--- src/rtl/tangle_operand_stage_pkg.sv ---
`default_nettype none
// ============================================================================
//  Module      : tangle_operand_stage_pkg
//  Description : Shared constants, instruction fields and opcode helpers for
//                the tangle operand/writeback stage.
//  Revision    : 1.0
// ============================================================================
package tangle_operand_stage_pkg;

    localparam int DATA_W = 16;
    localparam int NREGS  = 8;
    localparam int ADDR_W = 3;
    localparam int OPC_W  = 4;
    localparam int IMM_W  = 8;

    // Instruction field positions; rs and imm8 deliberately overlap.
    localparam int OPC_HI = 15;
    localparam int OPC_LO = 12;
    localparam int RD_HI  = 11;
    localparam int RD_LO  = 9;
    localparam int RS_HI  = 8;
    localparam int RS_LO  = 6;
    localparam int IMM_HI = 7;
    localparam int IMM_LO = 0;

    localparam logic [OPC_W-1:0] OP_OR    = 4'd0;
    localparam logic [OPC_W-1:0] OP_AND   = 4'd1;
    localparam logic [OPC_W-1:0] OP_XOR   = 4'd2;
    localparam logic [OPC_W-1:0] OP_SLL   = 4'd3;
    localparam logic [OPC_W-1:0] OP_SLR   = 4'd4;
    localparam logic [OPC_W-1:0] OP_NOT   = 4'd5;
    localparam logic [OPC_W-1:0] OP_NEG   = 4'd6;
    localparam logic [OPC_W-1:0] OP_ADD   = 4'd7;
    localparam logic [OPC_W-1:0] OP_SUB   = 4'd8;
    localparam logic [OPC_W-1:0] OP_CMP   = 4'd9;
    localparam logic [OPC_W-1:0] OP_MOV   = 4'd10;
    localparam logic [OPC_W-1:0] OP_MOVHI = 4'd11;
    localparam logic [OPC_W-1:0] OP_MOVLO = 4'd12;

    localparam logic [1:0] ST_IDLE = 2'd0;
    localparam logic [1:0] ST_EXEC = 2'd1;
    localparam logic [1:0] ST_DONE = 2'd2;

    typedef enum logic [1:0] {
        S_IDLE = ST_IDLE,
        S_EXEC = ST_EXEC,
        S_DONE = ST_DONE
    } state_e;

    typedef struct packed {
        logic [OPC_W-1:0]  opc;
        logic [ADDR_W-1:0] rd;
        logic [ADDR_W-1:0] rs;
        logic [IMM_W-1:0]  imm;
    } instr_fields_t;

    function automatic instr_fields_t decode_instr(input logic [DATA_W-1:0] w);
        instr_fields_t f;
        f.opc = w[OPC_HI:OPC_LO];
        f.rd  = w[RD_HI:RD_LO];
        f.rs  = w[RS_HI:RS_LO];
        f.imm = w[IMM_HI:IMM_LO];
        return f;
    endfunction

    // Shifts are not supported by this stage and are retired as illegal.
    function automatic logic opc_is_legal(input logic [OPC_W-1:0] op);
        return !((op == OP_SLL) || (op == OP_SLR) || (op > OP_MOVLO));
    endfunction

    function automatic logic opc_writes_back(input logic [OPC_W-1:0] op);
        return opc_is_legal(op) && (op != OP_CMP);
    endfunction

endpackage
`default_nettype wire

--- src/rtl/tangle_regfile.sv ---
`default_nettype none
// ============================================================================
//  Module      : tangle_regfile
//  Description : General register file, two async read ports, one debug read
//                port and one synchronous write port with synchronous clear.
//  Revision    : 1.0
// ============================================================================
module tangle_regfile #(
    parameter int DATA_W = 16,
    parameter int NREGS  = 8,
    parameter int ADDR_W = 3
) (
    input  logic              clk_i,
    input  logic              rst_i,
    input  logic              we_i,
    input  logic [ADDR_W-1:0] waddr_i,
    input  logic [DATA_W-1:0] wdata_i,
    input  logic [ADDR_W-1:0] raddr_a_i,
    input  logic [ADDR_W-1:0] raddr_b_i,
    input  logic [ADDR_W-1:0] dbg_addr_i,
    output logic [DATA_W-1:0] rdata_a_o,
    output logic [DATA_W-1:0] rdata_b_o,
    output logic [DATA_W-1:0] dbg_data_o
);

    logic [DATA_W-1:0] regs_q [NREGS];
    logic [DATA_W-1:0] regs_d [NREGS];

    always_comb begin
        regs_d = regs_q;
        if (we_i) begin
            regs_d[waddr_i] = wdata_i;
        end
    end

    always_ff @(posedge clk_i) begin
        if (rst_i) begin
            for (int i = 0; i < NREGS; i++) begin
                regs_q[i] <= '0;
            end
        end else begin
            regs_q <= regs_d;
        end
    end

    // Reads see the pre-write value, so rd==rs sources the old contents.
    assign rdata_a_o  = regs_q[raddr_a_i];
    assign rdata_b_o  = regs_q[raddr_b_i];
    assign dbg_data_o = regs_q[dbg_addr_i];

endmodule
`default_nettype wire

--- src/rtl/tangle_operand_stage.sv ---
`default_nettype none
// ============================================================================
//  Module      : tangle_operand_stage
//  Description : Single-issue operand fetch, ALU drive and writeback stage.
//                Sequence per instruction: IDLE (accept) -> EXEC -> DONE.
//  Revision    : 1.0
// ============================================================================
module tangle_operand_stage
    import tangle_operand_stage_pkg::*;
(
    input  logic              clk_i,
    input  logic              rst_i,
    input  logic [DATA_W-1:0] instr_i,
    input  logic              instr_valid_i,
    output logic              instr_ready_o,
    output logic [OPC_W-1:0]  alu_op_o,
    output logic [DATA_W-1:0] alu_data1_o,
    output logic [DATA_W-1:0] alu_data2_o,
    output logic              alu_en_o,
    input  logic [DATA_W-1:0] alu_result_i,
    output logic              done_o,
    output logic              illegal_o,
    input  logic [ADDR_W-1:0] dbg_addr_i,
    output logic [DATA_W-1:0] dbg_data_o
);

    state_e            state_q, state_d;
    logic [DATA_W-1:0] instr_q, instr_d;

    instr_fields_t     fields;
    logic              legal;
    logic              rf_we;
    logic [DATA_W-1:0] rdata_a;
    logic [DATA_W-1:0] rdata_b;
    logic [DATA_W-1:0] imm_ext;

    assign fields  = decode_instr(instr_q);
    assign legal   = opc_is_legal(fields.opc);
    assign imm_ext = {{(DATA_W-IMM_W){1'b0}}, fields.imm};

    tangle_regfile #(
        .DATA_W (DATA_W),
        .NREGS  (NREGS),
        .ADDR_W (ADDR_W)
    ) u_regfile (
        .clk_i      (clk_i),
        .rst_i      (rst_i),
        .we_i       (rf_we),
        .waddr_i    (fields.rd),
        .wdata_i    (alu_result_i),
        .raddr_a_i  (fields.rd),
        .raddr_b_i  (fields.rs),
        .dbg_addr_i (dbg_addr_i),
        .rdata_a_o  (rdata_a),
        .rdata_b_o  (rdata_b),
        .dbg_data_o (dbg_data_o)
    );

    always_ff @(posedge clk_i) begin
        if (rst_i) begin
            state_q <= S_IDLE;
            instr_q <= '0;
        end else begin
            state_q <= state_d;
            instr_q <= instr_d;
        end
    end

    always_comb begin
        state_d       = state_q;
        instr_d       = instr_q;
        instr_ready_o = 1'b0;
        alu_op_o      = '0;
        alu_data1_o   = '0;
        alu_data2_o   = '0;
        alu_en_o      = 1'b0;
        done_o        = 1'b0;
        illegal_o     = 1'b0;
        rf_we         = 1'b0;

        case (state_q)
            S_IDLE: begin
                instr_ready_o = 1'b1;
                if (instr_valid_i) begin
                    instr_d = instr_i;
                    state_d = S_EXEC;
                end
            end

            S_EXEC: begin
                alu_op_o = fields.opc;
                // Illegal opcodes leave the ALU disabled so its flags hold.
                if (legal) begin
                    alu_en_o = 1'b1;
                    rf_we    = opc_writes_back(fields.opc);
                    case (fields.opc)
                        OP_NOT, OP_NEG: begin
                            alu_data1_o = rdata_a;
                        end
                        OP_MOV: begin
                            alu_data2_o = rdata_b;
                        end
                        OP_MOVHI: begin
                            alu_data2_o = imm_ext;
                        end
                        OP_MOVLO: begin
                            alu_data1_o = rdata_a & 16'hFF00;
                            alu_data2_o = imm_ext;
                        end
                        OP_OR, OP_AND, OP_XOR, OP_ADD, OP_SUB, OP_CMP: begin
                            alu_data1_o = rdata_a;
                            alu_data2_o = rdata_b;
                        end
                        default: begin
                            alu_data1_o = '0;
                            alu_data2_o = '0;
                        end
                    endcase
                end
                state_d = S_DONE;
            end

            S_DONE: begin
                done_o    = 1'b1;
                illegal_o = !legal;
                state_d   = S_IDLE;
            end

            default: begin
                state_d = S_IDLE;
            end
        endcase
    end

endmodule
`default_nettype wire

--- config.mk ---
export PLATFORM = sky130hd
export DESIGN_NAME = tangle_operand_stage
export DESIGN_NICKNAME = d
export VERILOG_FILES = /design/src/rtl/tangle_operand_stage_pkg.sv /design/src/rtl/tangle_regfile.sv /design/src/rtl/tangle_operand_stage.sv
export SDC_FILE = /design/constraint.sdc
export NUM_CORES = 1
export LEC_CHECK = 0
export BUFFER_PORTS_ARGS = -buffer_cell sky130_fd_sc_hd__buf_4
export CAP_MARGIN = 20
export CORE_ASPECT_RATIO = 0.8
export CORE_UTILIZATION = 49
export CTS_CLUSTER_DIAMETER = 150
export DETAILED_ROUTE_END_ITERATION = 16
export PLACE_DENSITY = 0.68
export REMOVE_ABC_BUFFERS = 1
export SYNTH_ARGS = -nofsm -noshare
export SYNTH_HDL_FRONTEND = slang
export SYNTH_HIERARCHICAL = 1
export SYNTH_SLANG_ARGS = --single-unit
--- constraint.sdc ---
create_clock -name clk_i -period 2.85 [get_ports clk_i]
set_input_delay 0.1425 -clock clk_i [delete_from_list [all_inputs] [get_ports clk_i]]
set_output_delay 0.1425 -clock clk_i [all_outputs]
set_load 0.02 [all_outputs]
## Word-level counts from Yosys, hierarchy flattened

Cells that the tools add are included.

| word-level totals | value |
|---|---|
| logic and storage cells | 73 |
| bits of input ports | 38 |
| bits in registers | 146 |

| operators by class | value |
|---|---|
| bitwise gates (word level) | 3 |
| $lt $le $gt $ge | 5 |
| equal/unequal tests | 16 |
| mux-type cells | 28 |
| reduce and logical (&&, ||, !) cells | 11 |

Operator list:

| cell | number |
|---|---|
| 16-bit 2-to-1 mux | 11 |
| 16-bit binary-select mux with 3-bit select | 3 |
| 128-bit bitwise mux | 1 |
| 16-bit case mux with 2 select lines | 2 |
| 16-bit demux with 3-bit select | 1 |
| 4-bit == test, second input constant | 5 |
| 4-bit by 3-bit == test with 1-bit output, second input constant | 4 |
| 4-bit >= comparator, second input constant | 3 |
| 3-bit NOT with 4-bit output | 3 |
| 4-bit by 2-bit == test with 1-bit output, second input constant | 2 |
| 8-bit OR reduction | 1 |
| 1-bit 2-to-1 mux | 7 |
| 7-bit OR reduction | 1 |
| 4-bit by 1-bit == test with 1-bit output, second input constant | 1 |
| 4-bit greater-than comparator, second input constant | 1 |
| 4-bit logical NOT | 1 |
| 4-bit by 1-bit < comparator with 1-bit output, second input constant | 1 |
| 4-bit 2-to-1 mux | 1 |
| 4-bit != test, second input constant | 1 |
| 2-bit case mux with 2 select lines | 1 |
| 2-bit by 1-bit == test with 1-bit output, second input constant | 1 |
| 2-bit == test, second input constant | 1 |
| 1-bit logical AND | 2 |
| 2-bit logical NOT | 1 |
| other kinds (6) | 7 |

## Logic depth before layout (Yosys ltp)

| depth | value |
|---|---|
| depth in word-level cells | 7 |
| gate-level depth with buffers | 10 |
| depth with buffers taken out | 6 |

## Hierarchy

Netlist, hierarchy kept.

Modules (own cells, without submodules):

| module | area each (um^2) | times used | cells each | seq. area each (um^2) |
|---|---|---|---|---|
| tangle_regfile | 7955.1 | 1 | 763 | 2562.5 |
| tangle_operand_stage | 1296.2 | 1 | 158 | 360.3 |

## Least setup slack after synthesis

No wires, ideal clock.

| timing | value |
|---|---|
| kind | flip-flop to flip-flop |
| from | register instr_q[13] |
| to | register u_regfile/regs_q[117] (netlist name) |
| arrival | 2.174 ns |
| setup time | 0.132 ns |
| cell stages (with the launch flop) | 10 |
| setup slack | 0.543 ns |
| required time | 2.718 ns |
| path through | dfxtp_1 > buf_2 > o211ai_1 > nand4_2 > a31oi_1 > or4b_1 > clkbuf_1 > buf_2 > nand2_1 > a21oi_1 |

| between the ends | value |
|---|---|
| word-level cells in the longest chain between the ends | 7 |
| elaborated cells between the ends (all ways) | 10 |
| those cells by class | order compare: 1; eq/ne: 3; mux: 2; reduce/logical: 4 |

Ends and longest elaborated chain:

| what | line | text |
|---|---|---|
| start: declaration | tangle_operand_stage.sv:28 | `logic [DATA_W-1:0] instr_q, instr_d;` |
| start signal: assignment | tangle_operand_stage.sv:65 | `instr_q <= instr_d;` |
| branches (longest 5 deep; another with 4-bit greater-than comparator) | n/a |  |
| 1-bit 2-to-1 mux (*) | tangle_operand_stage.sv:93 | `if (legal) begin` |
| 1-bit 2-to-1 mux (*) | tangle_operand_stage.sv:81 | `case (state_q)` |
| net rf_we | tangle_operand_stage.sv:32 | `logic rf_we;` |
| end signal: assignment | tangle_regfile.sv:42 | `regs_q <= regs_d;` |
| end: declaration | tangle_regfile.sv:26 | `logic [DATA_W-1:0] regs_q [NREGS];` |

Mark *: on every way through the listed nets, which the timed path passes.
A chain may end at the register's enable or synchronous reset.

## Final worst setup path

| timing | value |
|---|---|
| from | register instr_q[8] |
| to | output alu_data2_o[4] |

| between the ends | value |
|---|---|
| word-level cells in the longest chain between the ends | 7 |

Ends and longest elaborated chain:

| what | line | text |
|---|---|---|
| 3-bit NOT with 4-bit output (not written as such) | tangle_regfile.sv:48 | `assign rdata_b_o = regs_q[raddr_b_i];` |
| 16-bit binary-select mux with 3-bit select | tangle_regfile.sv:48 |  |
| 16-bit 2-to-1 mux (not written as such) (2 in series) | tangle_regfile.sv:48 |  |
| net rdata_b[4] | tangle_operand_stage.sv:34 | `logic [DATA_W-1:0] rdata_b;` |
| 16-bit case mux with 2 select lines | tangle_operand_stage.sv:96 | `case (fields.opc)` |
| 16-bit 2-to-1 mux | tangle_operand_stage.sv:93 |  |
| 16-bit 2-to-1 mux | tangle_operand_stage.sv:81 |  |
| end: declaration | tangle_operand_stage.sv:18 | `output logic [DATA_W-1:0] alu_data2_o,` |

The timed path passes the listed nets, and every way through them passes these cells. The select of a mux whose other input is x is not followed.

==> flow_results.xml <==
<?xml version="1.0" encoding="UTF-8"?>
<metrics>
  <group name="outcome">
    <metric name="outcome" unit="">finished, final reports clean</metric>
  </group>
  <group name="timing">
    <metric name="fin_crit" unit="ns">2.61</metric>
    <metric name="final.setup_skew" unit="ns">0.00943</metric>
    <metric name="min_period_over_period" unit="%">91.5</metric>
    <metric name="final-setup-viol-count" unit="">0</metric>
    <metric name="finalMaxSlewViolations" unit="">0</metric>
    <metric name="final_hold_viol_count" unit="">0</metric>
    <metric name="max-slew-margin-rel" unit="%">32.8</metric>
    <metric name="maxClockFrequency" unit="GHz">0.384</metric>
    <metric name="worst_slew_pin_slew" unit="ns">1.01</metric>
    <metric name="grt_setup_unrepaired" unit="">no</metric>
  </group>
  <group name="pwr">
    <metric name="static-leakage-power" unit="nW">4.13</metric>
    <metric name="post-layout-total-power" unit="W">0.00522</metric>
    <metric name="power_density" unit="nW/um^2">482</metric>
    <metric name="vdd_ir_max" unit="uV">425</metric>
  </group>
  <group name="grt">
    <metric name="pin_count_of_the_biggest_net_entering_global_routing" unit="">95</metric>
    <metric name="global_route.peak_usage_layer" unit="">met2</metric>
    <metric name="antenna_found_initial" unit="">0</metric>
    <metric name="grt_pass1_wl" unit="mm">41.5</metric>
    <metric name="global_route.usage.met1" unit="%">40.9</metric>
    <metric name="globalRouteMet3Util" unit="%">6.68</metric>
    <metric name="global_route.usage.met2" unit="%">43.4</metric>
    <metric name="grt.total_usage" unit="%">28.6</metric>
    <metric name="globalRoute.totalOverflow" unit="">0</metric>
    <metric name="first_global_vias" unit="">7034</metric>
  </group>
  <group name="cells_and_area">
    <metric name="postLayoutCellArea" unit="um^2">10800</metric>
    <metric name="design.final.nets" unit="">1030</metric>
    <metric name="drive_above_1_share" unit="%">26.2</metric>
    <metric name="insertedDiodeCount" unit="">0</metric>
    <metric name="area_growth" unit="%">17.0</metric>
  </group>
  <group name="die">
    <metric name="core_area" unit="um^2">18300</metric>
    <metric name="core.rowCount" unit="">44</metric>
    <metric name="initial_core_util" unit="%">50.5</metric>
    <metric name="die_height" unit="um">125</metric>
    <metric name="ios" unit="">94</metric>
    <metric name="die_x" unit="um">156</metric>
    <metric name="die_area" unit="um^2">19400</metric>
  </group>
  <group name="logic_synthesis">
    <metric name="synth_commonest_cells" unit="">256 x sky130_fd_sc_hd__nand2_1, 146 x sky130_fd_sc_hd__dfxtp_1, 136 x sky130_fd_sc_hd__a21oi_1, 70 x sky130_fd_sc_hd__mux4_1, 48 x sky130_fd_sc_hd__mux2_2</metric>
    <metric name="dominantRegCellSynth" unit="">sky130_fd_sc_hd__dfxtp_1</metric>
    <metric name="synth_enable_flop_cells" unit="">0</metric>
    <metric name="synth.top_cells.by_area" unit="">sky130_fd_sc_hd__dfxtp_1 32%, sky130_fd_sc_hd__mux4_1 20%, sky130_fd_sc_hd__nand2_1 10%</metric>
    <metric name="synthesis.yosys.warnings" unit="">6</metric>
    <metric name="syn-cell-area" unit="um^2">9250</metric>
    <metric name="count_of_distinct_cell_types_in_the_synthesized_netlist" unit="">44</metric>
    <metric name="post_synthesis_cell_type_with_the_largest_combined_area" unit="">sky130_fd_sc_hd__dfxtp_1</metric>
    <metric name="synth-seq-cells" unit="">146</metric>
    <metric name="synthMostInstantiatedCell" unit="">sky130_fd_sc_hd__nand2_1</metric>
    <metric name="netlist_instances" unit="">921</metric>
    <metric name="async_flop_share" unit="%">0</metric>
    <metric name="syn_area_per_cell" unit="um^2">10.0</metric>
    <metric name="netlist.area_leader.share" unit="%">31.6</metric>
    <metric name="synth-seq-area-share" unit="%">31.6</metric>
  </group>
  <group name="clocking">
    <metric name="post-cts-setup-buffers" unit="">0</metric>
    <metric name="cts_tree" unit="">built</metric>
    <metric name="cts.path.max_buffers" unit="">2</metric>
    <metric name="clock_tree.root_cell" unit="">sky130_fd_sc_hd__clkbuf_16</metric>
    <metric name="cts-buffers-inserted" unit="">17</metric>
    <metric name="clock_pin_slew_worst_setup_and_hold_paths" unit="ns">0.06</metric>
    <metric name="clock_tree.htree_level_count" unit="">4</metric>
    <metric name="postCtsResizedCells" unit="">0</metric>
    <metric name="cts_hold_buf" unit="">22</metric>
    <metric name="worst_skew_pair.late_latency" unit="ns">0.43</metric>
    <metric name="clock_sink_count" unit="">146</metric>
  </group>
  <group name="route">
    <metric name="routedWlPerCell" unit="um">21.5</metric>
    <metric name="detail_route.vias_per_cell" unit="">6.14</metric>
    <metric name="via_count" unit="">7719</metric>
    <metric name="detail_route.drc_violations" unit="">0</metric>
    <metric name="antenna_violating_nets_left" unit="">0</metric>
    <metric name="drt_pass1_iterations" unit="">5</metric>
    <metric name="detailedRoute.firstIterationViolations" unit="">786</metric>
    <metric name="detail_route.wirelength" unit="mm">27.1</metric>
  </group>
  <group name="setup_path">
    <metric name="crit_path_start_kind" unit="">register</metric>
    <metric name="kind_of_capture_point_of_the_worst_setup_path" unit="">primary output</metric>
    <metric name="worst-path-max-fanout" unit="">13</metric>
    <metric name="cp.required" unit="ns">2.71</metric>
    <metric name="worst_path_arrival_time" unit="ns">2.46</metric>
    <metric name="critPathKind" unit="">register to primary output</metric>
  </group>
  <group name="worst_hold_path">
    <metric name="hp-class" unit="">primary input to register</metric>
  </group>
  <group name="placed_design">
    <metric name="io_buffer_count" unit="">93</metric>
    <metric name="place.detailed.hpwl" unit="mm">17.2</metric>
    <metric name="placedInstanceArea" unit="um^2">9940</metric>
    <metric name="place.gp.congestion" unit="">0.847</metric>
  </group>
  <group name="flow_run">
    <metric name="maxCapViolCount" unit="">0</metric>
  </group>
</metrics>
-- worst max-delay path: stages (launching register included) --
cell and delay (ns):
sky130_fd_sc_hd__dfxtp_2 0.61, sky130_fd_sc_hd__buf_4 0.23, sky130_fd_sc_hd__mux4_1 0.54, sky130_fd_sc_hd__mux2_2 0.32, sky130_fd_sc_hd__o21ai_0 0.09, sky130_fd_sc_hd__a21oi_1 0.09, sky130_fd_sc_hd__buf_4 0.16
-- cell usage in the layout, fill, tap and decap left out, types with 4 or more instances in the layout --
master	count
sky130_fd_sc_hd__nand2_1	256
sky130_fd_sc_hd__dfxtp_1	142
sky130_fd_sc_hd__a21oi_1	136
sky130_fd_sc_hd__buf_4	127
sky130_fd_sc_hd__mux4_1	70
sky130_fd_sc_hd__mux2_2	48
sky130_fd_sc_hd__mux4_2	26
sky130_fd_sc_hd__dlygate4sd3_1	23
sky130_fd_sc_hd__nor2_1	20
sky130_fd_sc_hd__inv_1	17
sky130_fd_sc_hd__clkbuf_16	17
sky130_fd_sc_hd__mux2i_1	16
sky130_fd_sc_hd__o21ai_0	14
sky130_fd_sc_hd__and2_1	13
sky130_fd_sc_hd__nor4_2	8
sky130_fd_sc_hd__nor4_1	6
sky130_fd_sc_hd__buf_12	6
sky130_fd_sc_hd__and4b_1	5
sky130_fd_sc_hd__bufinv_16	5
sky130_fd_sc_hd__nor2b_1	4
sky130_fd_sc_hd__nand4bb_1	4
sky130_fd_sc_hd__dfxtp_2	4
-- per-stage QoR --
| step | worst slack [ns] | hold WS, ns | utilization [%] | TNS (ns) | std cells |
|---|---|---|---|---|---|
| after floorplan | -0.297 | 0.212 | - | -9.51 | 817 |
| after global placement | 0.422 | 0.379 | 54.2 | 0 | 1203 |
| after detailed placement | 0.379 | 0.384 | 54.2 | 0 | 1203 |
| after CTS | 0.222 | 0.000212 | 59.0 | 0 | 1257 |
| after global routing | 0.0968 | 0.00251 | 59.0 | 0 | 1258 |
| final | 0.243 | 0.0109 | 59.0 | 0 | 1258 |
-- cell type report --
type / count / area [um^2]
fill: 1546 / 7510
clock inverter: 13 / 206
multi-input combinational: 654 / 5560
inverter: 17 / 63.8
timing repair buffer: 156 / 1300
tap: 253 / 317
clock buffer: 19 / 443
sequential: 146 / 2930
-- state kept, by name, indices dropped and copies added, names as in the netlist --
name / flops
state_q: 2
instr_q: 16
u_regfile/regs_q: 128
-- kinds of logic (layout without fill, tap and decap cells) --
| logic type | Yosys count | count (layout) | share of synthesized area, % |
|---|---|---|---|
| flops | 146 | 146 | 31.6 |
| buf+inv | 121 | 205 | 8.67 |
| compound gates | 158 | 158 | 8.72 |
| mux | 160 | 160 | 33.8 |
| simple gates | 336 | 336 | 17.2 |
-- final timing paths --
path | slack (ns) | end | cells past startpoint | startpoint
worst min-delay path | 0.01 | u_regfile/regs_q[90] | 3 | alu_result_i[10]
worst min register to register | 0.48 | u_regfile/regs_q[88] | 2 | u_regfile/regs_q[88]
worst max-delay path | 0.24 | alu_data2_o[4] | 6 | instr_q[8]
worst max register to register | 0.28 | u_regfile/regs_q[40] | 7 | instr_q[12]
-- power by group --
part           total [W]  leakage (nW)  switching (W)  internal (W)
Clock            0.00249         0.313       0.000912       0.00158
Sequential       0.00213          1.18      0.0000493       0.00208
Combinational   0.000606          2.64       0.000330      0.000276
Total            0.00522          4.13        0.00129       0.00393
-- per-layer routing --
layer | vias up | share of wire, %
met5 | - | 0
met4 | 0 | 1.6
met3 | 28 | 8.4
met2 | 367 | 46
met1 | 3836 | 44
li1 | 3488 | -
Note: power is estimated with default switching activity, not from simulation.
